===== config.mk =====
export PLATFORM = sky130hd
export DESIGN_NAME = keypad_scan_controller_flat
export DESIGN_NICKNAME = d
export VERILOG_FILES = /design/src/rtl/keypad_scan_controller_if.sv /design/src/rtl/keypad_scan_controller.sv /design/src/flat_wrapper.sv
export SDC_FILE = /design/constraint.sdc
export NUM_CORES = 1
export LEC_CHECK = 0
export CORE_AREA = 2 2 80 82
export DETAILED_ROUTE_END_ITERATION = 10
export DIE_AREA = 0 0 82 84
export GPL_TIMING_DRIVEN = 0
export SLEW_MARGIN = 20
export SYNTH_ARGS = -nofsm -noshare
export SYNTH_HDL_FRONTEND = slang
export SYNTH_SLANG_ARGS = --single-unit

===== constraint.sdc =====
create_clock -name clk -period 2.8 [get_ports clk]
set_input_delay 0.84 -clock clk [delete_from_list [all_inputs] [get_ports clk]]
set_output_delay 0.84 -clock clk [all_outputs]
set_load 0.02 [all_outputs]

===== src/rtl/keypad_scan_controller_if.sv =====
// Pin-side and event-side signals of the matrix keypad scanner.
// The scanner takes the slave view; whatever models the keypad takes the master view.
interface keypad_scan_controller_if #(
    parameter int NUM_ROWS = 4,
    parameter int NUM_COLS = 4,
    parameter int CODE_W   = $clog2(NUM_ROWS * NUM_COLS)
);
    logic [NUM_ROWS-1:0] rows_async;
    logic [NUM_COLS-1:0] cols;
    logic [CODE_W-1:0]   key_code;
    logic                key_valid;
    logic                key_held;

    modport master (output rows_async, input cols, key_code, key_valid, key_held);
    modport slave  (input rows_async, output cols, key_code, key_valid, key_held);
endinterface


===== src/rtl/keypad_scan_controller.sv =====
// Matrix keypad scanner: walks a one-cold column drive, synchronises the row pins,
// debounces press and release of a single key and reports it as pulse plus level.
module keypad_scan_controller #(
    parameter int NUM_ROWS        = 4,
    parameter int NUM_COLS        = 4,
    parameter int SCAN_DWELL      = 64,
    parameter int DEBOUNCE_CYCLES = 50000,
    parameter int CODE_W          = $clog2(NUM_ROWS * NUM_COLS)
) (
    input  logic                    clk,
    input  logic                    reset,
    keypad_scan_controller_if.slave kp
);
    localparam int CNT_MAX = (SCAN_DWELL > DEBOUNCE_CYCLES) ? SCAN_DWELL : DEBOUNCE_CYCLES;
    localparam int CNT_W   = $clog2(CNT_MAX);
    localparam int COL_W   = (NUM_COLS > 1) ? $clog2(NUM_COLS) : 1;
    localparam int ROW_W   = (NUM_ROWS > 1) ? $clog2(NUM_ROWS) : 1;

    localparam logic [CNT_W-1:0] DWELL_LAST = CNT_W'(SCAN_DWELL - 1);
    localparam logic [CNT_W-1:0] DEB_LAST   = CNT_W'(DEBOUNCE_CYCLES - 1);
    localparam logic [COL_W-1:0] COL_LAST   = COL_W'(NUM_COLS - 1);

    typedef enum logic [1:0] {
        ST_SCAN     = 2'd0,
        ST_DEBOUNCE = 2'd1,
        ST_PRESSED  = 2'd2
    } state_t;

    state_t              state_r, state_s;
    logic [COL_W-1:0]    col_r, col_s;
    logic [ROW_W-1:0]    row_r, row_s;
    logic [CNT_W-1:0]    cnt_r, cnt_s;
    logic [NUM_ROWS-1:0] rows_meta_r, rows_sync_r;
    logic [NUM_COLS-1:0] cols_r, cols_s;
    logic [CODE_W-1:0]   key_code_r, key_code_s;
    logic                key_valid_r, key_valid_s;
    logic                key_held_r, key_held_s;

    function automatic logic [NUM_COLS-1:0] col_drive(input logic [COL_W-1:0] idx);
        logic [NUM_COLS-1:0] one_hot;
        one_hot      = {NUM_COLS{1'b0}};
        one_hot[idx] = 1'b1;
        return ~one_hot;
    endfunction

    // Rows are active-low; scanning downwards leaves the lowest low index as the winner.
    function automatic logic [ROW_W-1:0] lowest_low(input logic [NUM_ROWS-1:0] rows);
        logic [ROW_W-1:0] idx;
        idx = {ROW_W{1'b0}};
        for (int i = NUM_ROWS - 1; i >= 0; i--) begin
            if (!rows[i]) begin
                idx = ROW_W'(i);
            end else begin
                idx = idx;
            end
        end
        return idx;
    endfunction

    function automatic logic [COL_W-1:0] next_col(input logic [COL_W-1:0] idx);
        return (idx == COL_LAST) ? {COL_W{1'b0}} : idx + COL_W'(1);
    endfunction

    // Two-flop synchroniser for the asynchronous row pins.
    always_ff @(posedge clk or negedge reset) begin
        if (!reset) begin
            rows_meta_r <= {NUM_ROWS{1'b0}};
            rows_sync_r <= {NUM_ROWS{1'b0}};
        end else begin
            rows_meta_r <= kp.rows_async;
            rows_sync_r <= rows_meta_r;
        end
    end

    // Scan / debounce / hold decisions and next values of every registered output.
    always_comb begin
        state_s     = state_r;
        col_s       = col_r;
        row_s       = row_r;
        cnt_s       = cnt_r;
        key_code_s  = key_code_r;
        key_valid_s = 1'b0;
        key_held_s  = key_held_r;
        case (state_r)
            ST_SCAN: begin
                if (cnt_r == DWELL_LAST) begin
                    cnt_s = {CNT_W{1'b0}};
                    if (rows_sync_r != {NUM_ROWS{1'b1}}) begin
                        row_s   = lowest_low(rows_sync_r);
                        state_s = ST_DEBOUNCE;
                    end else begin
                        col_s = next_col(col_r);
                    end
                end else begin
                    cnt_s = cnt_r + CNT_W'(1);
                end
            end
            ST_DEBOUNCE: begin
                if (rows_sync_r[row_r]) begin
                    state_s = ST_SCAN;
                    col_s   = next_col(col_r);
                    cnt_s   = {CNT_W{1'b0}};
                end else if (cnt_r == DEB_LAST) begin
                    state_s     = ST_PRESSED;
                    cnt_s       = {CNT_W{1'b0}};
                    key_code_s  = CODE_W'(row_r) * CODE_W'(NUM_COLS) + CODE_W'(col_r);
                    key_valid_s = 1'b1;
                    key_held_s  = 1'b1;
                end else begin
                    cnt_s = cnt_r + CNT_W'(1);
                end
            end
            ST_PRESSED: begin
                // Any low sample is a bounce and restarts the release count.
                if (!rows_sync_r[row_r]) begin
                    cnt_s = {CNT_W{1'b0}};
                end else if (cnt_r == DEB_LAST) begin
                    state_s    = ST_SCAN;
                    col_s      = next_col(col_r);
                    cnt_s      = {CNT_W{1'b0}};
                    key_held_s = 1'b0;
                end else begin
                    cnt_s = cnt_r + CNT_W'(1);
                end
            end
            default: begin
                state_s    = ST_SCAN;
                col_s      = {COL_W{1'b0}};
                cnt_s      = {CNT_W{1'b0}};
                key_held_s = 1'b0;
            end
        endcase
        cols_s = col_drive(col_s);
    end

    // State and output registers.
    always_ff @(posedge clk or negedge reset) begin
        if (!reset) begin
            state_r     <= ST_SCAN;
            col_r       <= {COL_W{1'b0}};
            row_r       <= {ROW_W{1'b0}};
            cnt_r       <= {CNT_W{1'b0}};
            cols_r      <= col_drive({COL_W{1'b0}});
            key_code_r  <= {CODE_W{1'b0}};
            key_valid_r <= 1'b0;
            key_held_r  <= 1'b0;
        end else begin
            state_r     <= state_s;
            col_r       <= col_s;
            row_r       <= row_s;
            cnt_r       <= cnt_s;
            cols_r      <= cols_s;
            key_code_r  <= key_code_s;
            key_valid_r <= key_valid_s;
            key_held_r  <= key_held_s;
        end
    end

    assign kp.cols      = cols_r;
    assign kp.key_code  = key_code_r;
    assign kp.key_valid = key_valid_r;
    assign kp.key_held  = key_held_r;
endmodule


===== src/flat_wrapper.sv =====
// flat-port wrapper written by rule: the top's interface ports become plain ports
module keypad_scan_controller_flat 
#(
    parameter int NUM_ROWS        = 4,
    parameter int NUM_COLS        = 4,
    parameter int SCAN_DWELL      = 64,
    parameter int DEBOUNCE_CYCLES = 50000,
    parameter int CODE_W          = $clog2(NUM_ROWS * NUM_COLS)
)
  (clk, reset, kp_rows_async, kp_cols, kp_key_code, kp_key_valid, kp_key_held);
  keypad_scan_controller_if #(.NUM_ROWS(NUM_ROWS), .NUM_COLS(NUM_COLS), .CODE_W(CODE_W)) kp_i ();
  input  logic clk;
  input  logic reset;
  input wire logic [$bits(kp_i.rows_async)-1:0] kp_rows_async;
  output wire logic [$bits(kp_i.cols)-1:0] kp_cols;
  output wire logic [$bits(kp_i.key_code)-1:0] kp_key_code;
  output wire logic [$bits(kp_i.key_valid)-1:0] kp_key_valid;
  output wire logic [$bits(kp_i.key_held)-1:0] kp_key_held;
  assign kp_i.rows_async = kp_rows_async;
  assign kp_cols = kp_i.cols;
  assign kp_key_code = kp_i.key_code;
  assign kp_key_valid = kp_i.key_valid;
  assign kp_key_held = kp_i.key_held;
  keypad_scan_controller #(.NUM_ROWS(NUM_ROWS), .NUM_COLS(NUM_COLS), .SCAN_DWELL(SCAN_DWELL), .DEBOUNCE_CYCLES(DEBOUNCE_CYCLES), .CODE_W(CODE_W)) u_core (.clk(clk), .reset(reset), .kp(kp_i));
endmodule

Word level (Yosys, flattened, before mapping) --
Cells that the tools add are included.
Cells by class: add/subtract/negate cells 3, order comparisons 3, eq/ne operators 13, multiplexer cells 35, bitwise gates (word level) 3, reductions and logical operators 6
Operators with widths (count):
- two-way mux 16 bit | 4
- case mux 16 bit (3 select lines) | 1
- two-way mux 2 bit | 16
- adder 16 x 1 -> 16 bit (second input constant) | 1
- equality test 16 bit (second input constant) | 1
- equality test 16 x 6 -> 1 bit (second input constant) | 1
- case mux 2 bit (3 select lines) | 2
- inequality test 2 x 1 -> 1 bit (second input constant) | 5
- AND reduction 5 bit | 2
- two-way mux 1 bit | 9
- less-than comparator 2 x 3 -> 1 bit (second input constant) | 2
- AND reduction 3 bit | 2
- adder 4 x 2 -> 4 bit | 1
- equality test 2 bit (second input constant) | 2
- inequality test 4 bit (second input constant) | 1
- NOT 4 bit | 1
- inequality test 3 x 1 -> 1 bit (second input constant) | 1
- case mux 1 bit (3 select lines) | 1
- adder 2 x 1 -> 2 bit (second input constant) | 1
- binary-select mux 1 bit (select 2 bit) | 1
- demux 1 bit (select 2 bit) | 1
- equality test 2 x 1 -> 1 bit (second input constant) | 1
- >= comparator 2 x 1 -> 1 bit (second input constant) | 1
- logical NOT 2 bit | 1
- other kinds (3) | 4
Storage, ports and cells: flip-flop bits (word level) 40, output and inout bits 10, logic and storage cells 73

Logic depth before layout (Yosys ltp) --
Gate-level depths: netlist of run 1.
depth in word-level cells 10, mapped depth 8, mapped depth without buffers 7

Worst setup path before layout of run 1 --
No wires, ideal clock.
path type register -> register, from register u_core.cnt_r[11], to register u_core.key_code_r[0] (netlist: u_core.kp.key_code[0]), arrival 2090 ps, path slack 585 ps, cell stages (with the launch flop) 5, clock period less this slack 2215 ps, path through dfrtp_1 or4_4 or4_4 nor3_4 mux2_2
On the way: longest elaborated chain between the ends 2
Ends and longest elaborated chain:
- start, declared | line keypad_scan_controller.sv:32 | logic [CNT_W-1:0] cnt_r, cnt_s;
- start signal, assigned | line keypad_scan_controller.sv:142 | cnt_r <= {CNT_W{1'b0}};
- start signal, assigned | line keypad_scan_controller.sv:151 | cnt_r <= cnt_s;
- equality test 16 bit | line keypad_scan_controller.sv:103 | end else if (cnt_r == DEB_LAST) begin
- AND reduction 3 bit (no source line)
- end signal, assigned | line keypad_scan_controller.sv:144 | key_code_r <= {CODE_W{1'b0}};
- end signal, assigned | line keypad_scan_controller.sv:153 | key_code_r <= key_code_s;
- end, declared | line keypad_scan_controller.sv:35 | logic [CODE_W-1:0] key_code_r, key_code_s;
Every way passes these cells. A chain may end at the register's enable or synchronous reset.

Final worst setup path of run 1 --
from register u_core.cnt_r[11], to register u_core.cnt_r[8]
On the way: longest elaborated chain between the ends 4, elaborated cells between the ends (all ways) 7, classes of those cells 2 x eq/ne; 5 x mux
Ends and longest elaborated chain:
- equality test 16 bit | line keypad_scan_controller.sv:103, keypad_scan_controller.sv:117
- two-way mux 16 bit | line keypad_scan_controller.sv:103, keypad_scan_controller.sv:117
- two-way mux 16 bit, on equally long branches | line keypad_scan_controller.sv:115, keypad_scan_controller.sv:99
- case mux 16 bit (3 select lines) * | line keypad_scan_controller.sv:84 | case (state_r)
- net u_core.cnt_s[8] | line keypad_scan_controller.sv:32
The timed path passes the listed nets; every way through them passes the cells marked *.

==> results of run 1 <==
==> cell usage in the layout, fill, tap and decap left out, drive strengths merged, types with 3 or more instances in the layout <==
cell type	instances
or4	3
nand2	7
mux2i	4
a21oi	5
mux2	5
clkbuf	6
nand2b	3
nand3	11
and3	7
xnor2	9
nor2	22
buf	3
inv	4
clkdlybuf4s50	14
dfstp	3
xor2	5
dfrtp	37
==> state kept, by name, indices dropped and copies added (netlist names) <==
name / count
u_core.cnt_r: 16
u_core.kp.cols: 4
u_core.kp.key_code: 4
u_core.rows_meta_r: 4
u_core.rows_sync_r: 4
u_core.col_r: 2
u_core.row_r: 2
u_core.state_r: 2
u_core.kp.key_held: 1
u_core.kp.key_valid: 1
==> critical path, cell delays in order, from the launching register on <==
cell and delay, ps:
dfrtp_1 440, or4_4 580, nor4_1 350, or3_1 170, a21boi_0 170, o21a_1 300
buf_4 240, nor2_1 60
==> final cells by class <==
type	instances	area (um^2)	share of cell area (%)
repair buffers	16	165	7.77
flip-flops and latches	40	1000	47.3
clock inverters	2	35.0	1.65
multi-input cells	107	728	34.3
plain buffers	1	7.51	0.353
well taps	77	96.3	4.53
inverters	4	15.0	0.707
clock buffers	6	72.6	3.42
==> how the worst max path moves through the flow <==
| stage | endpoint | slack (ps) | start |
|---|---|---|---|
| floorplan | u_core.kp.key_code[0] | 590 | u_core.cnt_r[11] |
| global route | u_core.cnt_r[11] | 220 | u_core.cnt_r[11] |
| CTS | u_core.cnt_r[9] | 370 | u_core.cnt_r[11] |
| global placement | u_core.row_r[1] | -100 | reset |
| detailed placement | u_core.cnt_r[9] | 380 | u_core.cnt_r[11] |
| finish | u_core.cnt_r[8] | 380 | u_core.cnt_r[11] |
==> power by group through the flow <==
stage	registers [W]	logic (W)	clock network (W)
6_report	0.000586	0.0000257	0.000463
5_1_grt	0.000587	0.0000302	0.000500
4_1_cts	0.000586	0.0000273	0.000476
2_1_floorplan	0.000597	0.00000516	0
3_3_place_gp	0.000597	0.0000242	0
3_5_place_dp	0.000597	0.0000272	0
==> cell families (layout without fill, tap and decap cells) <==
logic type / Yosys count / in the layout / synth area share, %
DFF: 40 / 40 / 57.2
and+or+nand+nor: 67 / 67 / 21.0
buffers and inverters: 5 / 29 / 1.28
xor gates and xnor gates: 14 / 14 / 6.99
muxes: 10 / 10 / 6.77
AOI/OAI and AO/OA: 14 / 14 / 5.35
adders and majority gates: 2 / 2 / 1.43
==> metrics by stage <==
stage          cells  setup TNS, ps  setup slack (ps)  cell area, um^2  hold slack, ps
2_1_floorplan    152              0               585             1760             331
3_3_place_gp     244          -3710              -102             2000             334
6_report         253              0               383             2120             350
4_1_cts          253              0               373             2120             352
3_5_place_dp     245              0               385             2020             335
5_1_grt          253              0               218             2120             359
==> routing by layer <==
layer / part of all wire (%) / vias to the layer above
met5: 0 / -
met4: 1.5 / 0
met3: 4.9 / 5
met2: 43 / 20
met1: 50 / 562
li1: - / 573
==> results.cfg, run 1 <==
[global_routing]
grt_util_met3_pct = 4.00
grt_util_met1_pct = 14.3
gr-usage-met2_pct = 14.0
grtUsageTotal_pct = 10.1
grt_antenna_before_repair = 0
grt_remaining_overflow = 0
grt_max_degree = 28
grt_pass1_wl_mm = 5.35
busiest_layer = met1
grt_pass1_vias = 1133

[setup_path]
crit_required_ps = 2990
startpoint_type = register
arrival_ps = 2600
cp_max_fo = 10
reg2regPathDepth = 7
worstReg2RegStart = u_core.cnt_r[11]
r2r_slack_ps = 380
path_class = reg2reg
endpoint_kind = register
reg2reg_to = u_core.cnt_r[8]

[synth]
synthFlopType = dfrtp_1
yosysWarnings = 0
synthTopCellsByCount = dfrtp_1, nor2_1, nand3_1, xnor2_1
ys_async_sr_fraction_pct = 100
synth_edf_count = 0
synthTopCellsByArea = dfrtp_1, nor2_1, dfstp_2
ys_types = 37
mappedNetlistNets = 160
syn_inst = 152
synth_top_cell_by_area = dfrtp_1
ys_seq_elements = 40
synth-seq-area-share_pct = 57.2
avgSynthCellArea_um2 = 11.5
synth.top_cell.area_share_pct = 52.7
synth_area_um2 = 1760
yosysMostFrequentCell = dfrtp_1

[power]
ir_worst_vdd_mv = 0.249
pwr-share-clk_pct = 43.1
power_frac_comb_pct = 2.4
swShare_pct = 20.2
p_total_w = 0.00108
pwr-share-seq_pct = 54.5
switchingPower_w = 0.000217
powerDensity_nw_per_um2 = 506
p_int_w = 0.000858
leakagePower_nw = 0.949

[clock_tree]
cts_buffers = 5
cts_num_sinks = 40
htree_levels = 2
cts_resized = 0
root_buffer = clkbuf_8
cts_hold_buf = 0
clock_path_buffers = 2
clk_pin_slew_ps = 80
post-cts-setup-buffers = 0
clkLatencyLatePin_ps = 300
cts_tree = done

[floorplan]
rows = 29
dieArea_um2 = 6890
initial_core_util_pct = 28.8
die_w_um = 82
chipHeight_um = 84
io_pins = 16
fp.coreArea_um2 = 6100

[placed_design]
port_buffers = 15
gp_congestion = 0.806
dp_hpwl_mm = 2.10

[sta]
rsz0062_at_grt = false
skew_ps = 3.54
setup_viol = 0
final_min_period_over_clock_period_pct = 86.3
fmax_mhz = 414
slew_viol_final = 0
relSlewSlack_pct = 72.5
fin_crit_ps = 2420
hold_viol = 0
tightest_slew_ps = 412

[final_layout]
diodes = 0
final_nets = 183
layout-drive-gt1-share_pct = 14.2
fin_util_pct = 34.9
nFillCells = 607
areaGrowthSynthToFinish_pct = 21.0

[route]
ant_nets = 0
vias = 1160
drc_errors = 0
drt-total-wl_mm = 2.97
avgRoutedWirePerCell_um = 11.7
via_per_inst = 4.58
drtIter0Drc = 74
first_pass_iters = 4

[min_path]
hold_path_end = u_core.rows_sync_r[3]
min_path_cells = 0
min_from = u_core.rows_meta_r[3]
hp-class = reg2reg

[job]
drv_cap = 0

[outcome]
outcome = complete, no violations
No activity file was read; power rests on OpenSTA's default activity.
==> inputs of run 2 (changes only) <==
--- a/config.mk
+++ b/config.mk
@@ -6,6 +6,7 @@
 export NUM_CORES = 1
 export LEC_CHECK = 0
 export CORE_AREA = 2 2 80 82
+export CTS_CLUSTER_DIAMETER = 120
 export DETAILED_ROUTE_END_ITERATION = 10
 export DIE_AREA = 0 0 82 84
 export GPL_TIMING_DRIVEN = 0
==> results of run 2 <==
No change in the layout: final DEF, timing and power equal those of run 1.
==> inputs of run 3 (changes only) <==
--- a/config.mk
+++ b/config.mk
@@ -10,7 +10,6 @@
 export DETAILED_ROUTE_END_ITERATION = 10
 export DIE_AREA = 0 0 82 84
 export GPL_TIMING_DRIVEN = 0
-export SLEW_MARGIN = 20
 export SYNTH_ARGS = -nofsm -noshare
 export SYNTH_HDL_FRONTEND = slang
 export SYNTH_SLANG_ARGS = --single-unit
==> run 3 against run 2 <==
Against the previous run:
- first-iteration DRC count increased by 35%
- critical path depth unchanged
- critical path type unchanged
- die area unchanged
- final area decreased by 1.9%
- clock power decreased by 19%
- highest routed layer unchanged
==> results.cfg, run 3 (synthesized netlist as in run 1, its figures left out) <==
[clock_tree]
cts_buffers = 5
clk_pin_slew_ps = 80
clkLatencyLatePin_ps = 290
cts_resized = 0
post-cts-setup-buffers = 0
clock_path_buffers = 2
cts_hold_buf = 0
root_buffer = clkbuf_8
cts_num_sinks = 40
cts_tree = done
htree_levels = 2

[sta]
rsz0062_at_grt = false
fin_crit_ps = 2430
skew_ps = 7.59
relSlewSlack_pct = 41.1
slew_viol_final = 0
setup_viol = 0
fin_setup_tns_ps = 0
tightest_slew_ps = 884
worst_slack_ps = 371
final_min_period_over_clock_period_pct = 86.7
hold_viol = 0
fmax_mhz = 412

[placed_design]
dp.cells = 244
pre_cts_slack_ps = 380
dp_hpwl_mm = 1.99
port_buffers = 15
gp_congestion = 0.806

[route]
via_per_inst = 4.58
vias = 1153
first_pass_iters = 4
drtIter0Drc = 100
drc_errors = 0
drt-total-wl_mm = 2.94
ant_nets = 0
avgRoutedWirePerCell_um = 11.7

[final_layout]
layout_common_cells = dfrtp_1, nor2_1, clkdlybuf4s50_1, nand3_1, xnor2_1
layout-drive-gt1-share_pct = 14.3
final_common_cell = dfrtp_1
largest_reg_flops = 16
final_nets = 182
nFillCells = 623
areaGrowthSynthToFinish_pct = 18.7
fin_cells = 252
regMostFlops = u_core.cnt_r
diodes = 0
fin_util_pct = 34.2

[min_path]
hp-class = reg2reg

[power]
p_int_w = 0.000764
pwr-share-seq_pct = 59.7
leakagePower_nw = 0.932
swShare_pct = 22.1
p_total_w = 0.000981
pwr-share-clk_pct = 38.0
powerDensity_nw_per_um2 = 471
switchingPower_w = 0.000217
ir_worst_vdd_mv = 0.305
power_frac_comb_pct = 2.3

[global_routing]
grt_pass1_vias = 1137
grt_pass1_wl_mm = 5.32
grt_remaining_overflow = 0
grt_max_degree = 41
grt_antenna_before_repair = 0
grtUsageTotal_pct = 9.79

[floorplan]
initial_core_util_pct = 28.8
fp.coreArea_um2 = 6100
io_pins = 16
dieArea_um2 = 6890
rows = 29
chipHeight_um = 84
die_w_um = 82

[setup_path]
cp_slowest_stage_delay_ps = 580
path_class = reg2reg
cp_max_fo = 10
crit_required_ps = 2980
startpoint_type = register
crit_buf_inv = 1
crit_family = simple AND/OR/NAND/NOR gates
endpoint_kind = register
arrival_ps = 2600
slowest_stage = or4_4
path_cells = or4_4, nor4_1, or3_1, a21boi_0, o21a_1, buf_4, nor2_1

[job]
drv_cap = 0

[outcome]
outcome = complete, no violations
==> run 3: changes by cell type in the layout (fill, tap and decap cells not counted), sizes merged <==
cell / previous run / this run
buf: 3 / 2
bufinv: 1 / 0
clkbuf: 6 / 5
clkinv: 1 / 3
==> run 3: routing by layer <==
layer / track usage, % / part of all wire [%] / vias up
met4: 2.73 / 0.65 / 0
met1: 14.2 / 51 / 557
met5: 0 / 0 / -
met3: 3.25 / 4.5 / 2
li1: - / - / 575
met2: 13.9 / 43 / 19
==> run 3: worst paths after layout <==
kind | startpoint | end | slack [ps] | cells after the start
worst max-delay path | u_core.cnt_r[11] | u_core.cnt_r[10] | 370 | 7
worst min-delay path | u_core.rows_meta_r[3] | u_core.rows_sync_r[3] | 350 | 0
worst max register to register | u_core.cnt_r[11] | u_core.cnt_r[10] | 370 | 7
worst min register to register | u_core.rows_meta_r[3] | u_core.rows_sync_r[3] | 350 | 0
max in group asynchronous | reset | u_core.kp.cols[0] | 1580 | 1
min in group asynchronous | reset | u_core.cnt_r[8] | 670 | 1
==> run 3: through the flow <==
stage | cell area, um^2 | hold slack (ps)
2_1_floorplan | 1760 | 331
3_3_place_gp | 2000 | 334
3_5_place_dp | 2000 | 335
4_1_cts | 2080 | 353
5_1_grt | 2080 | 360
6_report | 2080 | 351
==> run 3: area by class of cell <==
cell class / instances / area (um^2) / share of cell area [%]
flip-flops and latches: 40 / 1000 / 48.2
well taps: 77 / 96.3 / 4.62
clock buffers: 5 / 68.8 / 3.30
repair buffers: 15 / 145 / 6.96
multi-input cells: 107 / 728 / 34.9
plain buffers: 1 / 7.51 / 0.360
clock inverters: 3 / 18.8 / 0.900
inverters: 4 / 15.0 / 0.720
==> run 3: power groups by stage <==
stage	Sequential (W)	Clock, W	Combinational, W
CTS	0.000586	0.000390	0.0000237
detailed placement	0.000597	0	0.0000237
global placement	0.000597	0	0.0000242
finish	0.000586	0.000373	0.0000227
floorplan	0.000597	0	0.00000516
global route	0.000587	0.000412	0.0000264
==> RTL change 1, RTL diff (settings of run 1) <==
`NUM_COLS` is set to 4 in 3 places; all go to 2.
--- a/src/rtl/keypad_scan_controller_if.sv
+++ b/src/rtl/keypad_scan_controller_if.sv
@@ -2,7 +2,7 @@
 // The scanner takes the slave view; whatever models the keypad takes the master view.
 interface keypad_scan_controller_if #(
     parameter int NUM_ROWS = 4,
-    parameter int NUM_COLS = 4,
+    parameter int NUM_COLS = 2,
     parameter int CODE_W   = $clog2(NUM_ROWS * NUM_COLS)
 );
     logic [NUM_ROWS-1:0] rows_async;
--- a/src/rtl/keypad_scan_controller.sv
+++ b/src/rtl/keypad_scan_controller.sv
@@ -2,7 +2,7 @@
 // debounces press and release of a single key and reports it as pulse plus level.
 module keypad_scan_controller #(
     parameter int NUM_ROWS        = 4,
-    parameter int NUM_COLS        = 4,
+    parameter int NUM_COLS        = 2,
     parameter int SCAN_DWELL      = 64,
     parameter int DEBOUNCE_CYCLES = 50000,
     parameter int CODE_W          = $clog2(NUM_ROWS * NUM_COLS)
--- a/src/flat_wrapper.sv
+++ b/src/flat_wrapper.sv
@@ -2,7 +2,7 @@
 module keypad_scan_controller_flat 
 #(
     parameter int NUM_ROWS        = 4,
-    parameter int NUM_COLS        = 4,
+    parameter int NUM_COLS        = 2,
     parameter int SCAN_DWELL      = 64,
     parameter int DEBOUNCE_CYCLES = 50000,
     parameter int CODE_W          = $clog2(NUM_ROWS * NUM_COLS)
Ports: changed (resized kp_cols and kp_key_code); port bits go from 16 to 13. No check against the original RTL was run, so the function may have changed too.
==> RTL change 1 against run 1 <==
- routed wire length shrank 9.5%
- sequential cell count shrank 5
- fmax grew 4.7%
- synthesized area shrank 8.1%
- hold slack gained 0.0035 ns
- sequential power shrank 12%
- worst setup slack gained 0.11 ns
- power shrank 7.5%
- final area shrank 7.5%
- clock skew grew 0.0037 ns
- via count shrank 9.6%
- critical path type is now reg -> out
- critical endpoint is now kp_cols[0]
==> RTL change 1: results <==
{
  "outcome": "finished, final reports clean",
  "leakagePower_uw": 0.0008386,
  "vias": 1049,
  "preCtsSetupSlack_ns": 0.7893,
  "grt_pass1_wl_um": 5057,
  "drt-initial-drc-count": 61,
  "peakVddDrop_v": 0.0002785,
  "power.density_mw_per_mm2": 506.1,
  "met3_usage": 0.03571,
  "portBuffers": 12,
  "cts_resized": 0,
  "setup_viol": 0,
  "synthArstFlopShare": 1.000,
  "cts_buffers": 5,
  "synth_nets": 150,
  "synthTopCellsByCount": "34 x dfrtp_1, 24 x nor2_1, 13 x nand2_1",
  "max-slew-margin-rel": 0.6923,
  "top_usage_layer": "met2",
  "cts-root-buf": "clkbuf_8",
  "hpwl_um": 1958,
  "finalWeightedCongestion": 0.7966,
  "grt_pass1_vias": 1092,
  "grt_use_met1": 0.1284,
  "grt_max_degree": 23,
  "arrival_ns": 1.47,
  "fillers": 644,
  "fin_skew_ns": 0.007207,
  "grt_use_met2": 0.1390,
  "placed_area_mm2": 0.001852,
  "drive_gt1_frac": 0.1890,
  "wl_um": 2691,
  "seq_area_frac_synth": 0.5438,
  "dp.cells": 233,
  "grt.total_usage": 0.09565,
  "crit_fanout": 6,
  "syn-instance-count": 143,
  "fin_nets": 170,
  "final_cells": 241,
  "ys_types": 38,
  "synth_area_leaders": "dfrtp_1 53%, nor2_1 5.6%, xor2_1 4.9%, xnor2_1 3.8%, nand2_1 3.0%"
}
-- RTL change 1: final cells by class --
| class | count | area share |
|---|---|---|
| Buffer | 4 | 0.01465 |
| Clock buffer | 5 | 0.03503 |
| Clock inverter | 3 | 0.02229 |
| Inverter | 2 | 0.003822 |
| Multi-Input combinational cell | 102 | 0.3561 |
| Sequential cell | 35 | 0.4465 |
| Tap cell | 77 | 0.04904 |
| Timing Repair Buffer | 13 | 0.07261 |
-- RTL change 1: critical path: stages (launching register included) --
cell	delay, ns
dfrtp_1	0.45
buf_4	0.14
clkdlybuf4s50_1	0.58
-- RTL change 1: final timing paths --
kind,slack [ns],endpoint,start,cells after the start
setup reg to reg,0.80,u_core.kp.key_code[0],u_core.cnt_r[11],5
hold reg to reg,0.35,u_core.rows_sync_r[1],u_core.rows_meta_r[1],0
setup / recovery,0.49,kp_cols[0],u_core.kp.cols[0],2
max in group asynchronous,1.85,u_core.kp.cols[1],reset,2
hold / removal,0.35,u_core.rows_sync_r[1],u_core.rows_meta_r[1],0
min in group asynchronous,0.45,u_core.kp.key_valid,reset,1
-- RTL change 1: logic make-up (layout without fill, tap and decap cells) --
logic type      count (synthesis)  count (layout)  synth area share
buf+inv                         6              27           0.02250
flops                          35              35            0.5438
compound gates                 12              12           0.06284
xor+xnor                       16              16           0.08689
fa+ha+maj                       1               1          0.007757
simple gates                   68              68            0.2351
mux                             5               5           0.04111
-- RTL change 1: metal layers --
metal / part of all wire / up-vias
met5: 0 / -
met4: 0.014 / 0
met1: 0.49 / 498
met3: 0.042 / 3
li1: - / 535
met2: 0.45 / 13
-- RTL change 1: report_power, final --
group / switching, µW / internal [µW]
Clock: 190 / 265
Sequential: 2.96 / 511
Combinational: 13.2 / 11.9
Total: 206 / 788
==> RTL change 2, RTL diff (flow settings as in run 1) <==
Made on the original files. Re-encode `state_t` (3 states) as one-hot, 3 bits wide.
--- a/src/rtl/keypad_scan_controller.sv
+++ b/src/rtl/keypad_scan_controller.sv
@@ -20,10 +20,10 @@
     localparam logic [CNT_W-1:0] DEB_LAST   = CNT_W'(DEBOUNCE_CYCLES - 1);
     localparam logic [COL_W-1:0] COL_LAST   = COL_W'(NUM_COLS - 1);
 
-    typedef enum logic [1:0] {
-        ST_SCAN     = 2'd0,
-        ST_DEBOUNCE = 2'd1,
-        ST_PRESSED  = 2'd2
+    typedef enum logic [2:0] {
+        ST_SCAN     = 3'b001,
+        ST_DEBOUNCE = 3'b010,
+        ST_PRESSED  = 3'b100
     } state_t;
 
     state_t              state_r, state_s;
Check against the original RTL: same outputs for any inputs over 10 cycles, from zero or initial values and one cycle with reset low; not proved beyond that.
==> RTL change 2 against run 1 <==
- synthesized area is 13% higher
- worst setup slack better by 0.028 ns
- hold slack better by 0.0031 ns
- power grew 2.4%
- sequential cell count increased by 1
- first-iteration DRC count fell by 5.4%
- routed wire length up 24%
- final area up 11%
- critical endpoint is now u_core.cnt_r[14]
- largest power group unchanged
- highest routed layer unchanged
==> RTL change 2: results <==
{
  "outcome": "finished, final reports clean",
  "via_per_inst": 5.168,
  "worst_pin_slew_ns": 0.5744,
  "placed_area_mm2": 0.002237,
  "finalWeightedCongestion": 0.7758,
  "critPathMaxStageDelay_ns": 0.55,
  "grt_use_met1": 0.1601,
  "routedWlPerCell_um": 13.21,
  "leakagePower_uw": 0.001001,
  "peakVddDrop_v": 0.0002220,
  "n_all_inverters": 5,
  "seq_area_frac_synth": 0.5218,
  "synth_area_leaders": "dfrtp_1 47%, a21oi_1 5.8%, dfstp_2 5.3%, xnor2_1 3.5%, xor2_1 2.7%",
  "fillers": 604,
  "clk-power_uw": 473,
  "wl_met1_um": 1768,
  "buf_share": 0.07832,
  "grt_max_degree": 30,
  "pg_comb_uw": 26.5,
  "nMultiInputCombCells": 128,
  "regArea_mm2": 0.001031,
  "clock_area_frac": 0.04742,
  "drt-initial-drc-count": 70,
  "dp.cells": 271,
  "wl_um": 3685,
  "p_sw_uw": 224.9,
  "synth_area_per_cell_um2": 11.10,
  "met3_usage": 0.02922,
  "synth_nets": 186,
  "grt_use_met2": 0.1781,
  "grt_pass1_vias": 1372,
  "ys_types": 51,
  "met3WireLength_um": 135,
  "fin_nets": 209,
  "multi_input_area_share": 0.3863,
  "drive_gt1_frac": 0.1634
}
==> RTL change 2: worst paths after layout <==
check                           depth (start not counted)  slack [ns]                    end             startpoint
worst max-delay path                                    6        0.41       u_core.cnt_r[14]        u_core.cnt_r[6]
worst min-delay path                                    0        0.35  u_core.rows_sync_r[1]  u_core.rows_meta_r[1]
worst max register to register                          6        0.41       u_core.cnt_r[14]        u_core.cnt_r[6]
worst min register to register                          0        0.35  u_core.rows_sync_r[1]  u_core.rows_meta_r[1]
max in group asynchronous                               2        1.86      u_core.state_r[0]                  reset
min in group asynchronous                               1        0.42      u_core.kp.cols[0]                  reset
==> RTL change 2: kinds of logic (layout without fill, tap and decap cells) <==
logic type | count (synthesis) | after routing | share of synthesized area
DFF | 41 | 41 | 0.5218
adders and majority gates | 2 | 2 | 0.01266
xor gates and xnor gates | 14 | 14 | 0.06207
and+or+nand+nor | 63 | 63 | 0.2046
AOI/OAI and AO/OA | 44 | 44 | 0.1463
muxes | 5 | 5 | 0.03356
buffers and inverters | 9 | 33 | 0.01900
